File: src/rtl/mips_encode.sv
// mips_encode
//   Encodes arithmetic/logical MIPS requests (add, sub, and, or, nor, xor,
//   addi, andi, ori, xori) into 32-bit instruction words. Requests enter on a
//   valid/ready handshake into a DEPTH-entry FIFO; encoded words leave on a
//   valid/ready handshake tagged with a sequential word address.
//
// Ports
//   clock        rising-edge clock
//   reset        synchronous, active-low reset
//   in_valid     request present
//   in_ready     encoder can accept a request (FIFO not full)
//   op           0 add,1 sub,2 and,3 or,4 nor,5 xor,6 addi,7 andi,8 ori,9 xori
//   dst          rd (R-type) / rt (I-type)
//   src1         rs
//   src2         rt (R-type only)
//   imm          immediate (I-type only)
//   out_valid    out_instr/out_addr valid
//   out_ready    consumer takes the word
//   out_instr    encoded instruction at FIFO head, 0 when empty
//   out_addr     BASE_ADDR + 4*instr_count
//   instr_count  words popped since reset (wrapping)
//   except       one-cycle pulse after an illegal op was accepted
//   err_flag     sticky illegal-op indicator
module mips_encode #(
  parameter int              DEPTH     = 4,
  parameter int              CNT_W     = 16,
  parameter logic [31:0]     BASE_ADDR = 32'h0040_0000
) (
  input  logic             clock,
  input  logic             reset,
  input  logic             in_valid,
  output logic             in_ready,
  input  logic [3:0]       op,
  input  logic [4:0]       dst,
  input  logic [4:0]       src1,
  input  logic [4:0]       src2,
  input  logic [15:0]      imm,
  output logic             out_valid,
  input  logic             out_ready,
  output logic [31:0]      out_instr,
  output logic [31:0]      out_addr,
  output logic [CNT_W-1:0] instr_count,
  output logic             except,
  output logic             err_flag
);

  localparam int PTR_W = (DEPTH > 1) ? $clog2(DEPTH) : 1;
  localparam logic [PTR_W-1:0] PTR_ONE = PTR_W'(1);
  localparam logic [PTR_W:0]   OCC_ONE = (PTR_W + 1)'(1);
  localparam logic [PTR_W:0]   OCC_MAX = (PTR_W + 1)'(DEPTH);
  localparam logic [CNT_W-1:0] CNT_ONE = CNT_W'(1);

  logic [31:0]      mem [DEPTH];
  logic [PTR_W-1:0] wr_ptr;
  logic [PTR_W-1:0] rd_ptr;
  logic [PTR_W:0]   occ;

  logic [31:0] enc_word;
  logic        enc_legal;
  logic        accept;
  logic        push;
  logic        pop;
  logic [31:0] cnt_ext;

  // Combinational encoder; the result is only captured when a legal request
  // is accepted.
  always_comb begin
    enc_word  = 32'h0;
    enc_legal = 1'b1;
    case (op)
      4'd0: enc_word = {6'h00, src1, src2, dst, 5'b0, 6'h20};
      4'd1: enc_word = {6'h00, src1, src2, dst, 5'b0, 6'h22};
      4'd2: enc_word = {6'h00, src1, src2, dst, 5'b0, 6'h24};
      4'd3: enc_word = {6'h00, src1, src2, dst, 5'b0, 6'h25};
      4'd4: enc_word = {6'h00, src1, src2, dst, 5'b0, 6'h27};
      4'd5: enc_word = {6'h00, src1, src2, dst, 5'b0, 6'h26};
      4'd6: enc_word = {6'h08, src1, dst, imm};
      4'd7: enc_word = {6'h0c, src1, dst, imm};
      4'd8: enc_word = {6'h0d, src1, dst, imm};
      4'd9: enc_word = {6'h0e, src1, dst, imm};
      default: enc_legal = 1'b0;
    endcase
  end

  // in_ready depends only on occupancy: a full FIFO refuses even if the
  // consumer is popping in the same cycle.
  assign in_ready  = (occ < OCC_MAX);
  assign out_valid = (occ != '0);
  assign accept    = in_valid & in_ready;
  assign push      = accept & enc_legal;
  assign pop       = out_valid & out_ready;

  assign out_instr = out_valid ? mem[rd_ptr] : 32'h0;
  assign cnt_ext   = 32'(instr_count);
  assign out_addr  = BASE_ADDR + (cnt_ext << 2);

  always_ff @(posedge clock) begin
    if (!reset) begin
      wr_ptr      <= '0;
      rd_ptr      <= '0;
      occ         <= '0;
      instr_count <= '0;
      except      <= 1'b0;
      err_flag    <= 1'b0;
    end else begin
      if (push) begin
        mem[wr_ptr] <= enc_word;
        wr_ptr      <= wr_ptr + PTR_ONE;
      end
      if (pop) begin
        rd_ptr      <= rd_ptr + PTR_ONE;
        instr_count <= instr_count + CNT_ONE;
      end
      if (push && !pop)
        occ <= occ + OCC_ONE;
      else if (pop && !push)
        occ <= occ - OCC_ONE;
      // Illegal ops consume the handshake but leave the FIFO untouched.
      except <= accept & ~enc_legal;
      if (accept && !enc_legal)
        err_flag <= 1'b1;
    end
  end

endmodule

File: config.mk
export PLATFORM = sky130hd
export DESIGN_NAME = mips_encode
export DESIGN_NICKNAME = d
export VERILOG_FILES = /design/src/rtl/mips_encode.sv
export SDC_FILE = /design/constraint.sdc
export NUM_CORES = 1
export LEC_CHECK = 0
export ABC_AREA = 1
export CAP_MARGIN = 20
export CORE_MARGIN = 10
export CORE_UTILIZATION = 30
export CTS_BUF_LIST = sky130_fd_sc_hd__clkbuf_16
export DETAILED_ROUTE_END_ITERATION = 6
export HOLD_SLACK_MARGIN = 0.08
export SKIP_CTS_REPAIR_TIMING = 1
export SKIP_LAST_GASP = 1
export SYNTH_ARGS = -nofsm -noshare
export SYNTH_HDL_FRONTEND = slang
export SYNTH_SLANG_ARGS = --single-unit
export TNS_END_PERCENT = 100
File: constraint.sdc
create_clock -name clock -period 3.7 [get_ports clock]
set_input_delay 0.925 -clock clock [delete_from_list [all_inputs] [get_ports clock]]
set_output_delay 0.925 -clock clock [all_outputs]
set_load 0.05 [all_outputs]
==> metrics.sh <==
RUN_STATUS='finished, final reports clean'
TIMING.FMAX_MHz=324
VDD_DROP_MAX_uV=316
SYNTHFLOPTYPE='sky130_fd_sc_hd__edfxtp_1'
YOSYS.CELL_TYPES.COUNT=36
PORT_BUFFERS=104
DIE-AREA_MM2=0.0285
WORST-ENDPOINT-ARRIVAL_NS=2.16
MULTI_INPUT_COMB_AREA_MM2=0.00202
POST_SYN_AREA_MM2=0.00663
SYNTH_SEQUENTIAL_AREA_RATIO_PCT=62.5
CP-END-KIND='primary output'
ANTENNADIODECOUNT=0
MAXIMUM_FANOUT_ALONG_THE_WORST_PATH=60
WORSTHOLDSTART='rd_ptr[1]'
STARTPOINT_TYPE='flop'
GLOBALROUTETOTALUTIL_PCT=11.4
TIMING.FINAL.HOLD_VIOLATIONS=0
SYNTH_CELLS=668
DRT-TOTAL-WL_UM=16300
POST-PLACE-CELLS=1021
ORDERED_CELL_LIST_FOR_THE_CRITICAL_PATH='buf_4, nor2_1, nor2_1, o21ai_0, a21oi_1, buf_12'
FP.COREAREA_MM2=0.0218
PIN_COUNT_OF_THE_BIGGEST_NET_ENTERING_GLOBAL_ROUTING=61
DIE_SPAN_IN_Y_UM=169
MOST-COMMON-LAYOUT-CELLS='158 x sky130_fd_sc_hd__nor2_1, 120 x sky130_fd_sc_hd__edfxtp_1, 78 x sky130_fd_sc_hd__nand2_1, 74 x sky130_fd_sc_hd__clkdlybuf4s50_1, 71 x sky130_fd_sc_hd__o21ai_0'
POWER_DENSITY_mW_PER_MM2=714
CLOCKBUFFERDEPTH=2
MOST_COMMON_CELL_AFTER_LAYOUT_FILL_AND_TAPS_ASIDE='sky130_fd_sc_hd__nor2_1'
DETAILROUTE.VIA_COUNT=4812
POST-ROUTE-MIN-PERIOD_NS=3.09
TIMING.FINAL.CRIT_SHARE_PCT=83.5
RSZ0062_AT_GRT='false'
CLKTRANSATPATHREGS_NS=0.07
SETUP_TOTAL_NEGATIVE_SLACK_NS=0
WL_PER_CELL_UM=15.5
DETAILEDROUTE.FIRSTPASSITERATIONCOUNT=5
RELSLEWSLACK_PCT=56.9
TIMING.CLOCK.SKEW_NS=0.00762
GRT_PASS1_WL_UM=25600
STARTING_DENSITY_OF_THE_CORE_PCT=30.4
TIMING.HOLD.WORST.CLASS='flop to flop'
POST-SYNTH-TOP-AREA-CELL='sky130_fd_sc_hd__edfxtp_1'
INSTANCES_NO_FILL=1053
WORST-SETUP-PATH-TYPE='flop to primary output'
FIN_NETS=806
DRIVE_GT1_SHARE_PCT=12.0
SETUP-VIOLATIONS-FINAL=0
SYNTH_LARGEST_TYPE_AREA_FRACTION_PCT=54.3
CPMOSTUSEDCELL='sky130_fd_sc_hd__nor2_1'
YOSYSWARNINGS=0
POSTSYNTHREGISTERBITS=147
FILLERS=2100
CRITICAL-PATH-TOP-DELAY-FAMILY='buffers and inverters'
I_O_PINS=123
CRITPATHBUFINV=2
FINAL-SEQ-AREA_MM2=0.00415
VIAS_PER_CELL=4.57
WORST_R2R_STARTPOINT='occ[0]'
FP-ROW-COUNT=54
SLEW_VIOLATIONS=0
ASYNC_RESET_FF_SHARE_PCT=0
VIA_COUNT_OF_THE_FIRST_GLOBAL_ROUTING_PASS=4833
DRT_DRC_VIOLATIONS_LEFT=0
DRT_FIRST_ITER_VIOLATIONS=306
DIE_X_UM=169
CELLLEAKAGEPOWER_nW=3.24
SYNTH_EDF_COUNT=120
ANTENNA_VIOLATING_NETS_POST_ROUTE=0
DP.FINAL_HPWL_UM=10800
ANTENNA_VIOLATIONS_BEFORE_REPAIR=1
CRITPATHMAXSTAGEDELAY_NS=0.53
CTS_TREE='built'
TIMING.CRITICAL_PATH.REQUIRED_NS=2.77
CTS_MADE_BUFFERS=17
INSERTION_DELAY_NS=0.41
H_TREE_LEVEL_COUNT=4
CRITICAL-PATH-SLOWEST-CELL='sky130_fd_sc_hd__buf_4'
MAXCAPVIOLCOUNT=0
YOSYS-TOP-CELLS-AREA='sky130_fd_sc_hd__edfxtp_1 54%, sky130_fd_sc_hd__nor2_1 9.2%, sky130_fd_sc_hd__dfxtp_1 8.1%'
ACTUAL_SLEW_AT_THE_WORST_MAX_SLEW_PIN_NS=0.647
CLOCK-ROOT-BUFFER='sky130_fd_sc_hd__clkbuf_16'
NUMCLOCKSINKS=147
SYNTHTOLAYOUTAREAGROWTH_PCT=32.1
SYNTHESIS.AREA_PER_INSTANCE_UM2=9.93
GP_CONGESTION=0.779
GRT_OVERFLOW=0
cells in the mapped netlist, drive strengths merged (3+ instances only):
| cell | number |
|---|---|
| edfxtp | 120 |
| ha | 6 |
| nor3 | 4 |
| nand3 | 12 |
| xnor2 | 3 |
| nor2 | 165 |
| inv | 45 |
| nand4 | 6 |
| nand2 | 80 |
| a21oi | 45 |
| clkbuf | 14 |
| dfxtp | 27 |
| buf | 47 |
| o21ai | 78 |
| and2 | 7 |
flip-flops by register name, indices dropped and copies added (netlist names), named ones only:
register and flops:
except 1, occ 3, mem 120, wr_ptr 2
instr_count 16, rd_ptr 2, err_flag 1
path summary, 6_finish.rpt:
kind / end / slack (ns) / depth (start not counted)
worst min register to register: flop / 0.47 / 2
worst min-delay path: flop / 0.47 / 2
worst max register to register: occ[2] / 1.64 / 10
worst max-delay path: out_instr[19] / 0.61 / 6
through the flow:
| stage | util [%] | power [mW] | hold WS [ns] | setup slack, ns | instance area [um^2] |
|---|---|---|---|---|---|
| 3_3_place_gp | 37.4 | 4.63 | 0.450 | 0.631 | 8170 |
| 5_1_grt | 40.1 | 6.53 | 0.495 | 0.442 | 8760 |
| 6_report | 40.1 | 6.25 | 0.466 | 0.611 | 8760 |
| 3_5_place_dp | 37.4 | 4.64 | 0.456 | 0.604 | 8170 |
| 2_1_floorplan | - | 3.45 | 0.436 | 0.561 | 6690 |
| 4_1_cts | 40.1 | 6.33 | 0.467 | 0.591 | 8760 |
power breakdown:
part           switching [mW]  internal [mW]
combinational            1.64          0.994
sequential             0.0490           1.89
clock                   0.724          0.957
metal layers:
metal / vias up / wire length, um / part of all wire, % / GRT usage, %
li1: 2372 / - / - / -
met1: 2278 / 6980 / 43 / 13.4
met2: 142 / 7790 / 48 / 18.9
met3: 18 / 1360 / 8.4 / 4.21
met4: 2 / 183 / 1.1 / 3.67
met5: - / 13 / 0.080 / 0
worst reg2reg max path, delay by kind of cell, from the launching register on:
family          cells  cell delay, ns
compound gates      4            0.45
flops               1            0.35
fa+ha+maj           2            0.55
simple gates        3            0.54
buf+inv             1            0.06
cells by family (layout without fill, tap and decap cells):
kind of cell	count (synthesis)	after routing	share of synthesized area [%]
AOI/OAI and AO/OA	126	126	9.68
xor gates and xnor gates	4	4	0.528
adders and majority gates	7	7	1.43
buffers and inverters	107	196	8.45
DFF	147	147	62.5
other	2	18	0.113
and+or+nand+nor	275	275	17.3
layout make-up:
class / instances / share of cell area, %
timing repair buffer: 118 / 16.9
inverter: 46 / 1.97
tap: 280 / 4.00
clock buffer: 17 / 4.86
sequential: 147 / 47.3
clock inverter: 15 / 1.87
multi-input combinational: 430 / 23.1
Note: power is estimated with default switching activity, not from simulation.
